===== config.mk =====
export PLATFORM = sky130hd
export DESIGN_NAME = frog_collide_flat
export DESIGN_NICKNAME = d
export VERILOG_FILES = /design/src/rtl/frog_collide_if.sv /design/src/rtl/frog_collide.sv /design/src/flat_wrapper.sv
export SDC_FILE = /design/constraint.sdc
export NUM_CORES = 1
export LEC_CHECK = 0
export BUFFER_PORTS_ARGS = -buffer_cell sky130_fd_sc_hd__buf_2
export CORE_MARGIN = 3
export CORE_UTILIZATION = 25
export CTS_CLUSTER_SIZE = 16
export DETAILED_ROUTE_END_ITERATION = 10
export PLACE_DENSITY = 0.58
export REMOVE_ABC_BUFFERS = 1
export SETUP_SLACK_MARGIN = 0.05
export SYNTH_ARGS = -nofsm -noshare
export SYNTH_HDL_FRONTEND = slang
export SYNTH_SLANG_ARGS = --single-unit

===== constraint.sdc =====
create_clock -name clk -period 2.4 [get_ports clk]
set_input_delay 0.6 -clock clk [delete_from_list [all_inputs] [get_ports clk]]
set_output_delay 0.6 -clock clk [all_outputs]
set_load 0.05 [all_outputs]

===== src/rtl/frog_collide_if.sv =====
// Frog/lane signal bundle for frog_collide; the invuln member exists only when FROG_INVULN_EN is defined.
interface frog_collide_if;
    logic [3:0]   frog_row;
    logic [3:0]   frog_col;
    logic [127:0] lane_pixels;
`ifdef FROG_INVULN_EN
    logic         invuln;
`endif
    logic         hit;
    logic         frog_respawn;
    logic         game_over;
    logic [1:0]   lives;

    modport master (
`ifdef FROG_INVULN_EN
        output invuln,
`endif
        output frog_row, frog_col, lane_pixels,
        input  hit, frog_respawn, game_over, lives
    );

    modport slave (
`ifdef FROG_INVULN_EN
        input  invuln,
`endif
        input  frog_row, frog_col, lane_pixels,
        output hit, frog_respawn, game_over, lives
    );
endinterface


===== src/rtl/frog_collide.sv =====
// Frog/car collision detector with lives, respawn hold-off and game-over tracking.
// Optional macro FROG_INVULN_EN adds an invuln input that suppresses hits while in RUN.
module frog_collide #(
    parameter int LIVES          = 3,
    parameter int HIT_CYCLES     = 2,
    parameter int RESPAWN_CYCLES = 1024,
    parameter int LANE_BASE      = 8
) (
    input  logic          clk,
    input  logic          reset,
    frog_collide_if.slave bus
);
    typedef enum logic [1:0] {RUN, HIT, RESPAWN, DEAD} state_t;

    state_t      r_state, w_state_nxt;
    logic [3:0]  r_ovl_cnt, w_ovl_cnt_nxt;
    logic [15:0] r_resp_cnt, w_resp_cnt_nxt;
    logic [1:0]  r_lives, w_lives_nxt;

    logic [4:0]  w_row_off;
    logic        w_in_road;
    logic [6:0]  w_bit_idx;
    logic        w_overlap;
    logic        w_ovl_eff;

    // Borrow in bit 4 flags rows below the base; bit 3 flags rows past the eighth lane.
    assign w_row_off = {1'b0, bus.frog_row} - 5'(LANE_BASE);
    assign w_in_road = ~w_row_off[4] & ~w_row_off[3];
    assign w_bit_idx = {w_row_off[2:0], bus.frog_col};
    assign w_overlap = w_in_road & bus.lane_pixels[w_bit_idx];

`ifdef FROG_INVULN_EN
    assign w_ovl_eff = w_overlap & ~bus.invuln;
`else
    assign w_ovl_eff = w_overlap;
`endif

    always_ff @(posedge clk) begin
        if (reset) begin
            r_state    <= RUN;
            r_ovl_cnt  <= '0;
            r_resp_cnt <= '0;
            r_lives    <= 2'(LIVES);
        end else begin
            r_state    <= w_state_nxt;
            r_ovl_cnt  <= w_ovl_cnt_nxt;
            r_resp_cnt <= w_resp_cnt_nxt;
            r_lives    <= w_lives_nxt;
        end
    end

    always_comb begin
        w_state_nxt    = r_state;
        w_ovl_cnt_nxt  = r_ovl_cnt;
        w_resp_cnt_nxt = r_resp_cnt;
        w_lives_nxt    = r_lives;
        case (r_state)
            RUN: begin
                if (w_ovl_eff) begin
                    if (r_ovl_cnt == 4'(HIT_CYCLES - 1)) begin
                        w_state_nxt   = HIT;
                        w_ovl_cnt_nxt = '0;
                    end else begin
                        w_ovl_cnt_nxt = r_ovl_cnt + 4'd1;
                    end
                end else begin
                    w_ovl_cnt_nxt = '0;
                end
            end
            HIT: begin
                // Lives decrement on leaving HIT; the DEAD decision uses the value held on entry.
                if (r_lives != 2'd0) begin
                    w_lives_nxt = r_lives - 2'd1;
                end
                w_state_nxt = (r_lives <= 2'd1) ? DEAD : RESPAWN;
            end
            RESPAWN: begin
                if (r_resp_cnt == 16'(RESPAWN_CYCLES - 1)) begin
                    w_state_nxt    = RUN;
                    w_resp_cnt_nxt = '0;
                end else begin
                    w_resp_cnt_nxt = r_resp_cnt + 16'd1;
                end
            end
            DEAD: begin
                w_state_nxt = DEAD;
            end
            default: begin
                w_state_nxt = RUN;
            end
        endcase
    end

    assign bus.hit          = (r_state != RUN);
    assign bus.frog_respawn = (r_state == RESPAWN);
    assign bus.game_over    = (r_state == DEAD);
    assign bus.lives        = r_lives;
endmodule


===== src/flat_wrapper.sv =====
// flat-port wrapper written by rule: the top's interface ports become plain ports
module frog_collide_flat 
#(
    parameter int LIVES          = 3,
    parameter int HIT_CYCLES     = 2,
    parameter int RESPAWN_CYCLES = 1024,
    parameter int LANE_BASE      = 8
)
  (clk, reset, bus_frog_row, bus_frog_col, bus_lane_pixels, bus_hit, bus_frog_respawn, bus_game_over, bus_lives);
  frog_collide_if bus_i ();
  input  logic clk;
  input  logic reset;
  input wire logic [$bits(bus_i.frog_row)-1:0] bus_frog_row;
  input wire logic [$bits(bus_i.frog_col)-1:0] bus_frog_col;
  input wire logic [$bits(bus_i.lane_pixels)-1:0] bus_lane_pixels;
  output wire logic [$bits(bus_i.hit)-1:0] bus_hit;
  output wire logic [$bits(bus_i.frog_respawn)-1:0] bus_frog_respawn;
  output wire logic [$bits(bus_i.game_over)-1:0] bus_game_over;
  output wire logic [$bits(bus_i.lives)-1:0] bus_lives;
  assign bus_i.frog_row = bus_frog_row;
  assign bus_i.frog_col = bus_frog_col;
  assign bus_i.lane_pixels = bus_lane_pixels;
  assign bus_hit = bus_i.hit;
  assign bus_frog_respawn = bus_i.frog_respawn;
  assign bus_game_over = bus_i.game_over;
  assign bus_lives = bus_i.lives;
  frog_collide #(.LIVES(LIVES), .HIT_CYCLES(HIT_CYCLES), .RESPAWN_CYCLES(RESPAWN_CYCLES), .LANE_BASE(LANE_BASE)) u_core (.clk(clk), .reset(reset), .bus(bus_i));
endmodule

---- Yosys cells after proc, flatten, opt, wreduce, memory -nomap -nowiden ----
Index checks and enable logic that the tools add are counted.
Widths: inputs -> output; s select.
storage, ports and cells
  register bits after elaboration ......... 24
  logic and storage cells ................. 37
  input bits .............................. 138
operators by class
  add/subtract/negate cells ............... 4
  order comparisons ....................... 2
  muxes and demuxes ....................... 10
  equality and inequality tests ........... 8
  bitwise operators ....................... 4
  reductions and logical operators ........ 5
operator list
  kind                   count
  $add 16x1->16 const B  1
  $eq 16x10->1 const B   1
  $mux 16                1
  $lt 7x8->1 const B     1
  $mux 4                 2
  $pmux 2 s4             1
  $bmux 1 s7             1
  $mux 2                 3
  $ne 2x1->1 const B     3
  $sub 4x4->5 const B    1
  $add 4x1->4 const B    1
  $eq 2x2->1 const B     2
  $eq 4x1->1 const B     1
  $reduce_bool 2->1      2
  $reduce_and 3->1       1
  $and 1x1->1            2
  $eq 2x1->1 const B     1
  $le 2x1->1 const B     1
  $logic_not 2->1        1
  $mux 1                 2
  $not 1->1              2
  $reduce_and 2->1       1
  $sub 2x1->2 const B    1

---- Longest topological paths before layout ----
Gate-level depths: netlist (run 1).
  word-level depth ........................ 6
  depth in mapped cells ................... 11
  depth with buffers taken out ............ 8

---- Worst setup path after synthesis (run 1) ----
Ideal clock, no wire load.
  kind .................................... input to register
  start point ............................. input port bus_frog_col[2]
  end point ............................... register u_core.r_state[0]
  setup slack ............................. 0.218 ns
  arrival time ............................ 2.055 ns
  setup time .............................. 0.127 ns
  data required time ...................... 2.273 ns
  buffers on the path ..................... 2
  stages .................................. 10
  cells stage by stage .................... buf_6 -> buf_6 -> nor2_1 -> a2111oi_0 -> nand3_1 -> nand4_1 -> o21ai_1 -> o311ai_4 -> a31oi_1 -> nor2_1
between the ends
  cells in the longest elaborated chain, start to end .. 5
ends and longest elaborated chain
  element                            RTL line            RTL
  start, declared                    flat_wrapper.sv:14  input wire logic [$bits(bus_i.frog_col)-1:0] bus_frog_col;
  $bmux 1 s7                         frog_collide.sv:30  assign w_overlap = w_in_road & bus.lane_pixels[w_bit_idx];
  $mux 1 (implied by the code)       frog_collide.sv:30
  $and 1x1->1                        frog_collide.sv:30
  $ne 2x1->1 (no source line)        -
  $reduce_and 3->1 (no source line)  -
  end signal, assigned               frog_collide.sv:45  r_state <= w_state_nxt;
  end, declared                      frog_collide.sv:15  state_t r_state, w_state_nxt;
No other way between the ends. The select of a mux whose other input is x is not followed.
A chain may end at the register's enable or synchronous reset.

---- Final worst setup path (run 1) ----
  start point ............................. input port bus_frog_col[0]
  end point ............................... register u_core.r_ovl_cnt[3]
between the ends
  cells in the longest elaborated chain, start to end .. 4
ends and longest elaborated chain
  element                       RTL line            RTL
  $bmux 1 s7                    frog_collide.sv:30
  $mux 1 (implied by the code)  frog_collide.sv:30
  $and 1x1->1                   frog_collide.sv:30
  $mux 4                        frog_collide.sv:59  if (w_ovl_eff) begin
  end signal, assigned          frog_collide.sv:46  r_ovl_cnt <= w_ovl_cnt_nxt;
  end, declared                 frog_collide.sv:16  logic [3:0] r_ovl_cnt, w_ovl_cnt_nxt;
No other way between the ends. The select of a mux whose other input is x is not followed.

==> results.tsv, run 1 <==
metric	value	unit
hold depth	2	
PortBufs	142	
clock tree buffer depth	2	
die height	104	um
clock-pin slew on the worst setup and hold paths	0.08	ns
Critical R2R Capture	u_core.r_resp_cnt[11]	
register area share after synthesis	0.202	
Num CTS Buffers	3	
Core Area	8980	um2
Post-DP HPWL	6490	um
Root Buffer	clkbuf_8	
Die X	104	um
fin. max-slew vios	0	
first drt pass iteration count	5	
RSZ-0062 raised after global routing	no	
HP Class	reg -> reg	
Post-synth EDFFs	0	
Hold EP	u_core.r_resp_cnt[1]	
Yosys warnings	0	
adder-cell share of the synthesized area	0.0263	
number of global-route vias before repair	2614	
CTS tree	done	
Crit Path Category	in -> reg	
global route overflow	0	
#FFs+latches synth	24	
Setup Buffers After CTS	0	
Core Rows	34	
area leader, netlist	mux2i_1	
compound-gate portion of the synthesized area	0.157	
Hold Vio Cnt, Final	0	
leakage	1.64	nW
worst skew pair latency	0.26	ns
flop-to-flop setup slack	0.59	ns
global-route wire length before repair	11900	um
Total Power	1.12	mW
routed vias	2647	
WP data required	2.59	ns
largest net degree at the start of global routing	15	
initial antenna violation count	0	
Mapped Area	2380	um2
average wire per standard cell	13.2	um
Async SR Flop Fraction	0	
Hold Path Origin	u_core.r_resp_cnt[1]	
fin nets	584	
Syn-to-layout area delta	40.6	%
Worst Tran Pin Value	0.468	ns
hold_ws	0.477	ns
die footprint	10700	um2
Final Skew	0.00597	ns
cell chain of the critical path	buf_2 -> buf_4 -> mux2i_1 -> a2111oi_0 -> nand3_1 -> nand4_1 -> o21ai_1 -> o311ai_4 -> nand3_1 -> a31oi_1	
crit path time final	2.16	ns
drc violations	0	
Cells after Synth	295	
routability cong.	0.787	
CP max FO	8	
Worst EP arrival	2.36	ns
starting density of the core	0.265	
CP Capture Type	flop	
Routed Antenna Nets	0	
Synth Area in XOR/XNOR	0.0553	
total track usage	0.130	
Max Freq	463	MHz
clk sinks	24	
largest family of logic cells by synthesized area	multiplexers	
routed vias/inst	4.68	
Inserted Diodes	0	
period utilization	0.901	
syn avg cell area	8.06	um2
1st-iter DRT viols	53	
Simple-Gate Fraction of Synth Area	0.223	
most frequent CP cell	nand3_1	
ys flop type	dfxtp_1	
pwr/cell area	335	nW/um2
Finished Layout Cells	566	
worst stage delay on the critical path	0.50	ns
Netlist cell types	41	
mux cell area share after synthesis	0.269	
final wirelength	7500	um
slowest stage cell, crit path	a2111oi_0	
# H-tree levels	1	
Max transition margin	0.680	
post-synth top area share	0.269	
placed cell count	562	
top post-synthesis cells by area	mux2i_1 (27%), dfxtp_1 (20%), a22oi_1 (7.9%), nor2_1 (4.9%), nand2_1 (4.6%)	
IO Pins	143	
Max Cap Viol	0	
Fillers	962	
fraction of layout cells with a size suffix above 1	0.382	
Peak VDD IR	238	uV
worst reg-to-reg path cell count	7	
# setup viols final	0	
status	finished clean	
CP startpoint kind	primary input	
worst r2r src	u_core.r_resp_cnt[3]	
area by class of cell:
class	instances	area [um2]	share of cell area
sequential	24	480	0.144
clock buffer	3	41.3	0.0124
timing repair buffer	160	858	0.257
inverter	8	30.0	0.00898
tap	126	158	0.0472
clock inverter	1	30.0	0.00898
multi-input combinational	244	1750	0.522
cells by family (layout without fill, tap and decap cells):
| group | after synthesis | after routing |
|---|---|---|
| AO/OA/AOI/OAI | 48 | 48 |
| XOR/XNOR | 15 | 15 |
| adder cells (fa/ha/maj) | 5 | 5 |
| buffers and inverters | 27 | 172 |
| flip-flops | 24 | 24 |
| multiplexers | 64 | 64 |
| AND/OR/NAND/NOR | 112 | 112 |
layout by cell type, fill, tap and decap left out, types with 2 or more instances in the layout:
cell	instances
a2111oi_0	5
a211oi_1	2
a21oi_1	4
a22oi_1	25
a31oi_1	3
and2_1	2
and3_1	3
buf_2	142
buf_4	17
clkbuf_8	3
dfxtp_1	24
ha_1	5
inv_1	7
mux2i_1	64
nand2_1	29
nand2b_1	3
nand3_1	16
nand4_1	10
nor2_1	31
nor2b_1	4
nor2b_2	2
nor3_1	5
o21ai_1	2
xnor2_1	6
xor2_1	9
synth_stat cells (2+ instances only):
cell       number
nand2b_1        3
mux2i_1        64
xor2_1          9
buf_2           5
inv_1           7
ha_1            5
a22oi_1        25
nand2_1        29
and3_1          3
nor3_1          5
dfxtp_1        24
xnor2_1         6
a211oi_1        2
o21ai_1         2
a21oi_1         4
a31oi_1         3
buf_6           4
nand3_1        16
buf_1           2
clkbuf_1        6
nand4_1        10
nor2b_1         6
nor2_1         31
a2111oi_0       6
and2_1          2
layer usage:
metal / vias to the layer above / global-route usage / wire (um)
li1: 1374 / - / -
met1: 1185 / 0.170 / 3300
met2: 86 / 0.240 / 3820
met3: 2 / 0.00871 / 346
met4: 0 / 0.0171 / 27
met5: - / 0 / 0
timing repair:
action	CTS	global route
endpoints found under the setup margin	0	4
gates resized for setup	0	3
hold buffers	0	0
per-stage QoR:
| stage | setup slack [ns] | cell area [um2] | util | TNS, ns |
|---|---|---|---|---|
| after global routing | 0.0760 | 3340 | 0.372 | 0 |
| final | 0.238 | 3340 | 0.372 | 0 |
| after floorplan | 0.339 | 2250 | - | 0 |
| after global placement | -0.111 | 3270 | 0.364 | -0.263 |
| after detailed placement | -0.175 | 3270 | 0.364 | -0.670 |
| after CTS | 0.103 | 3340 | 0.372 | 0 |
registers in the layout, indices dropped and copies added (netlist names):
register,count
u_core.r_resp_cnt,16
u_core.r_ovl_cnt,4
u_core.bus.lives,2
u_core.r_state,2
worst max-delay path: cells and delay by family:
kind / cells / cell delay [ns]
AOI/OAI and AO/OA: 4 / 0.90
buffers and inverters: 2 / 0.39
muxes: 1 / 0.09
and+or+nand+nor: 3 / 0.37
power breakdown:
part           switching [mW]  internal (mW)  leakage [nW]
clock network           0.129          0.223        0.0357
registers             0.00377          0.401         0.193
logic                   0.170          0.193          1.41
how the worst max path moves through the flow:
stage	from	end	slack, ns	cells after the start
detailed placement	bus_frog_col[0]	u_core.r_ovl_cnt[1]	-0.18	9
floorplan	bus_frog_row[0]	u_core.r_state[0]	0.34	8
global route	bus_frog_col[0]	u_core.r_ovl_cnt[3]	0.08	10
finish	bus_frog_col[0]	u_core.r_ovl_cnt[3]	0.24	10
global placement	bus_frog_col[0]	u_core.r_state[0]	-0.11	9
CTS	bus_frog_col[0]	u_core.r_ovl_cnt[1]	0.10	9
Power figures use the tool's default switching activity.
==> run 2: changes to the inputs <==
--- a/config.mk
+++ b/config.mk
@@ -5,12 +5,12 @@
 export SDC_FILE = /design/constraint.sdc
 export NUM_CORES = 1
 export LEC_CHECK = 0
-export BUFFER_PORTS_ARGS = -buffer_cell sky130_fd_sc_hd__buf_2
+export BUFFER_PORTS_ARGS = -buffer_cell sky130_fd_sc_hd__buf_4
 export CORE_MARGIN = 3
-export CORE_UTILIZATION = 25
+export CORE_UTILIZATION = 44
 export CTS_CLUSTER_SIZE = 16
 export DETAILED_ROUTE_END_ITERATION = 10
-export PLACE_DENSITY = 0.58
+export PLACE_DENSITY = 0.88
 export REMOVE_ABC_BUFFERS = 1
 export SETUP_SLACK_MARGIN = 0.05
 export SYNTH_ARGS = -nofsm -noshare
==> run 2 against run 1 <==
Routed wire length increased by 1.1%. Cell count shrank 10%. First-iteration DRC count rose to 2.5 times the previous value. Highest routed layer unchanged.
==> results.tsv, run 2 (same netlist as run 1, synthesis figures left out) <==
metric	value	unit	change
routed vias/inst	5.37		+15%
CP Capture Type	flop		
# H-tree levels	1		unchanged
number of global-route vias before repair	2733		+4.6%
Finished Cell Area	3570	um2	+6.8%
largest net degree at the start of global routing	22		+7
max FFs per register	16		unchanged
WP data required	2.59	ns	about the same
PortBufs	142		unchanged
drc violations	0		unchanged
clock-pin slew on the worst setup and hold paths	0.08	ns	about the same
commonest non-fill, non-tap cell in the layout	buf_4		
CP startpoint kind	primary input		
period utilization	0.921		+0.0205
CTS Hold Bufs	0		unchanged
pwr/cell area	296	nW/um2	-12%
1st-iter DRT viols	135		+150%
clock tree buffer depth	2		unchanged
global route overflow	0		unchanged
Post-DP HPWL	6460	um	-0.33%
routed vias	2727		+3.0%
CTS tree	done		
Routed Antenna Nets	0		unchanged
worst skew pair latency	0.26	ns	about the same
average wire per standard cell	14.9	um	+13%
hold_ws	0.486	ns	+0.00929 ns
first drt pass iteration count	4		-1
CP max FO	21		+13
Core Rows	26		-24%
crit path time final	2.21	ns	+0.0493 ns
Max transition margin	0.643		-0.0364
Worst Tran Pin Value	0.521	ns	+0.0532 ns
RSZ-0062 raised after global routing	no		
Root Buffer	clkbuf_8		
initial antenna violation count	0		unchanged
clk sinks	24		unchanged
Post-Place Cell Area	3530	um2	+8.1%
Max Cap Viol	0		unchanged
fraction of layout cells with a size suffix above 1	0.374		-0.00739
routability cong.	0.832		+5.8%
Fillers	400		-58%
post_cts resized	0		unchanged
Crit Path Category	in -> reg		
IO Pins	143		unchanged
Num CTS Buffers	3		unchanged
most frequent cells in the layout	buf_4 (159), mux2i_1 (64), nor2_1 (31)		
final wirelength	7580	um	+1.1%
die height	79.5	um	-23%
starting density of the core	0.460		+0.195
fin util	0.691		+0.318
total track usage	0.229		+0.0991
# setup viols final	0		unchanged
Hold Vio Cnt, Final	0		unchanged
status	finished clean		
die footprint	6320	um2	-41%
Die X	79.5	um	-23%
fin. max-slew vios	0		unchanged
Setup Buffers After CTS	0		unchanged
Syn-to-layout area delta	50.3	%	
leakage	1.73	nW	+6.0%
fin nets	583		-0.17%
Finished Layout Cells	508		-10%
Max Freq	452	MHz	-2.2%
largest register by flop count	u_core.r_resp_cnt		
Worst EP arrival	2.40	ns	+0.04 ns
global-route wire length before repair	11900	um	-0.17%
Inserted Diodes	0		unchanged
HP Class	reg -> reg		
placed cell count	505		-10%
setup total negative slack	0	ns	unchanged
Core Area	5170	um2	-42%
Peak VDD IR	301	uV	+26%
Top Registers	u_core.r_resp_cnt: 16 flops, u_core.r_ovl_cnt: 4 flops		
Final Skew	0.000829	ns	-0.00515 ns
## run 2: cell count changes in the layout (fill, tap and decap cells not counted), sizes merged
cell    change
bufinv      -1
buf         -1
## run 2: path summary, 6_finish.rpt
check	start	depth (start not counted)	slack [ns]	endpoint
worst max-delay path	bus_frog_col[2]	10	0.19	u_core.r_ovl_cnt[3]
worst min register to register	u_core.r_resp_cnt[1]	2	0.49	u_core.r_resp_cnt[1]
worst min-delay path	u_core.r_resp_cnt[1]	2	0.49	u_core.r_resp_cnt[1]
worst max register to register	u_core.r_resp_cnt[3]	7	0.63	u_core.r_resp_cnt[11]
## run 2: final cells by class
| class | instances | area, um2 | share of cell area |
|---|---|---|---|
| Multi-Input combinational cell | 244 | 1740 | 0.487 |
| Inverter | 8 | 30.0 | 0.00841 |
| Clock buffer | 3 | 41.3 | 0.0116 |
| Tap cell | 70 | 87.6 | 0.0245 |
| Sequential cell | 24 | 480 | 0.135 |
| Timing Repair Buffer | 159 | 1190 | 0.334 |
## run 2: worst max-delay path, stage by stage
cell,delay [ns]
buf_4,0.27
nor2b_1,0.08
buf_4,0.17
a2111oi_0,0.50
nand3_1,0.14
nand4_1,0.12
o21ai_1,0.10
o311ai_4,0.13
nand3_1,0.11
a31oi_1,0.16
## run 2: power by group
| group | leakage, nW | internal, mW | switching (mW) |
|---|---|---|---|
| clock network | 0.0216 | 0.112 | 0.118 |
| registers | 0.193 | 0.401 | 0.00381 |
| logic | 1.52 | 0.251 | 0.171 |
## run 2: layer usage
| metal | track usage | up-vias | wire (um) |
|---|---|---|---|
| li1 | - | 1371 | - |
| met1 | 0.254 | 1249 | 2930 |
| met2 | 0.445 | 99 | 4120 |
| met3 | 0.0519 | 8 | 464 |
| met4 | 0.0361 | 0 | 64 |
| met5 | 0 | - | 0 |
## run 2: through the flow
stage	power [mW]	worst slack, ns
final	1.06	0.189
after global routing	1.11	0.122
after CTS	1.06	0.291
after detailed placement	0.834	0.0112
after global placement	0.827	0.0368
after floorplan	0.570	0.339
==> run 3: changes to the inputs <==
--- a/config.mk
+++ b/config.mk
@@ -7,10 +7,10 @@
 export LEC_CHECK = 0
 export BUFFER_PORTS_ARGS = -buffer_cell sky130_fd_sc_hd__buf_4
 export CORE_MARGIN = 3
-export CORE_UTILIZATION = 44
+export CORE_UTILIZATION = 36
 export CTS_CLUSTER_SIZE = 16
 export DETAILED_ROUTE_END_ITERATION = 10
-export PLACE_DENSITY = 0.88
+export PLACE_DENSITY = 0.76
 export REMOVE_ABC_BUFFERS = 1
 export SETUP_SLACK_MARGIN = 0.05
 export SYNTH_ARGS = -nofsm -noshare
==> constraint.sdc (replaced) <==
create_clock -name clk -period 2.45 [get_ports clk]
set_input_delay 0.6125 -clock clk [delete_from_list [all_inputs] [get_ports clk]]
set_output_delay 0.6125 -clock clk [all_outputs]
set_load 0.05 [all_outputs]
==> run 3 against run 2 <==
Register-to-register slack got worse by 0.02 ns. Largest power group unchanged. First-iteration DRC count fell by 33%. Sequential share of layout area did not move. Clock skew rose by 0.0012 ns. Die area rose by 20%. Highest routed layer unchanged. Non-clock buffer count fell by 1. Global-route usage fell by 3.6 points. Core utilization fell by 11 points. Clock-buffer cell count did not move. Power fell by 2.6%. Flip-flop and latch count did not move. Critical endpoint unchanged. Cell count rose by 0.79%.
==> results.tsv, run 3 (same netlist as run 1, synthesis figures left out) <==
metric	value	unit	change
drc violations	0		unchanged
period utilization	0.920		
Post-DP HPWL	6450	um	-0.17%
Top Registers	u_core.r_resp_cnt: 16 flops, u_core.r_ovl_cnt: 4 flops		
commonest non-fill, non-tap cell in the layout	buf_4		
Setup Buffers After CTS	0		unchanged
combinational share of power	0.397		-0.003
worst reg-to-reg path cell count	7		unchanged
pre-CTS WS	-0.0799	ns	-0.0911 ns
largest net degree at the start of global routing	21		-4.5%
Max transition margin	0.657		+0.0131
Int Pwr	0.748	mW	-2.1%
final wirelength	7520	um	-0.84%
Sw Ratio	0.274		-0.00345
crit path time final	2.25	ns	
initial antenna violation count	0		unchanged
Crit Path Category	in -> reg		
1st-iter DRT viols	90		-33%
Syn-to-layout area delta	50.3	%	unchanged
Num CTS Buffers	3		unchanged
most frequent cells in the layout	buf_4 (158), mux2i_1 (64), nor2_1 (31)		
launch point of the critical path	bus_frog_col[0]		
Critical R2R Capture	u_core.r_resp_cnt[11]		
Total Power	1.03	mW	-2.6%
Core Area	6170	um2	+19%
CTS Hold Bufs	0		unchanged
CTS tree	done		
clock tree buffer depth	2		unchanged
# H-tree levels	1		unchanged
Critical Path Sink	u_core.r_ovl_cnt[3]		
Peak VDD IR	368	uV	+22%
number of global-route vias before repair	2765		+1.2%
Worst Tran Pin Value	0.502	ns	-0.0191 ns
max FFs per register	16		unchanged
fin. max-slew vios	0		unchanged
Inserted Diodes	0		unchanged
WP data required	2.63	ns	+0.04 ns
status	finished clean		
PortBufs	142		unchanged
pwr/cell area	288	nW/um2	-2.6%
Finished Layout Cells	512		+0.79%
placed cell count	509		+0.79%
Hold Vio Cnt, Final	0		unchanged
global-route wire length before repair	12000	um	+0.99%
CP startpoint kind	primary input		
routability cong.	0.848		+1.8%
Final Skew	0.00200	ns	+0.00117 ns
fraction of layout cells with a size suffix above 1	0.373		-0.00143
largest register by flop count	u_core.r_resp_cnt		
Root Buffer	clkbuf_8		
setup total negative slack	0	ns	unchanged
IO Pins	143		unchanged
Routed Antenna Nets	0		unchanged
# setup viols final	0		unchanged
Core Rows	28		+7.7%
fin nets	582		-0.17%
clock network power share	0.217		about the same
die height	87.3	um	+9.8%
RSZ-0062 raised after global routing	no		
leakage	1.73	nW	-0.32%
Die X	87.3	um	+9.8%
first drt pass iteration count	4		unchanged
worst skew pair latency	0.26	ns	about the same
Sequential cell area	480	um2	unchanged
Flop pwr share	0.385		+0.002
worst r2r src	u_core.r_resp_cnt[3]		
routed vias/inst	5.29		-1.5%
average wire per standard cell	14.7	um	-1.6%
final worst setup slack	0.196	ns	+0.00754 ns
clk sinks	24		unchanged
Max Freq	444	MHz	
flop-to-flop setup slack	0.61	ns	-0.02 ns
CP max FO	16		-24%
clock-pin slew on the worst setup and hold paths	0.08	ns	about the same
HP Class	reg -> reg		
Worst EP arrival	2.44	ns	+0.04 ns
post_cts resized	0		unchanged
routed vias	2707		-0.73%
fin util	0.579		-0.111
Max Cap Viol	0		unchanged
sw power	0.282	mW	-3.8%
Multi-input gate area	1740	um2	about the same
global route overflow	0		unchanged
total track usage	0.193		-0.0365
CP Capture Type	flop		
die footprint	7610	um2	+20%
Fillers	571		+43%
starting density of the core	0.386		-0.0741
run 3: cell types whose count changed in the layout (fill, tap and decap cells not counted), sizes merged:
cell and change:
buf -1
run 3: critical path, stage by stage:
cell and delay, ns:
buf_4 0.21, buf_4 0.21, mux2i_1 0.09, a2111oi_0 0.52, nand3_1 0.13, nand4_1 0.10
o21ai_1 0.10, o311ai_4 0.13, nand3_1 0.13, a31oi_1 0.19
run 3: per-layer routing:
layer / track usage / vias to the layer above / part of all wire
met4: 0.0349 / 0 / 0.0090
met1: 0.213 / 1229 / 0.39
met5: 0 / - / 0
met3: 0.0435 / 10 / 0.066
li1: - / 1376 / -
met2: 0.373 / 92 / 0.53
run 3: area by class of cell:
class | count | share of cell area
Tap cell | 75 | 0.0263
Sequential cell | 24 | 0.135
Inverter | 8 | 0.00841
Multi-Input combinational cell | 244 | 0.487
Timing Repair Buffer | 158 | 0.332
Clock buffer | 3 | 0.0116
run 3: how the worst min path moves through the flow:
stage / endpoint / slack (ns) / startpoint / cells past startpoint
after global routing: u_core.r_resp_cnt[1] / 0.51 / u_core.r_resp_cnt[1] / 2
final: u_core.r_resp_cnt[1] / 0.48 / u_core.r_resp_cnt[1] / 2
after floorplan: u_core.r_resp_cnt[1] / 0.44 / u_core.r_resp_cnt[1] / 2
after global placement: u_core.r_resp_cnt[1] / 0.46 / u_core.r_resp_cnt[1] / 2
after detailed placement: u_core.r_resp_cnt[1] / 0.47 / u_core.r_resp_cnt[1] / 2
after CTS: u_core.r_resp_cnt[1] / 0.48 / u_core.r_resp_cnt[1] / 2
run 3: per-stage QoR:
step	instance area, um2	hold slack [ns]
floorplan	2250	0.443
global placement	3530	0.463
detailed placement	3530	0.468
CTS	3570	0.479
global route	3570	0.515
finish	3570	0.476
run 3: power by group through the flow:
| stage | registers, mW | clock network (mW) | logic, mW |
|---|---|---|---|
| after floorplan | 0.407 | 0 | 0.151 |
| after global placement | 0.406 | 0 | 0.405 |
| final | 0.396 | 0.224 | 0.409 |
| after detailed placement | 0.406 | 0 | 0.409 |
| after CTS | 0.397 | 0.233 | 0.410 |
| after global routing | 0.397 | 0.247 | 0.445 |
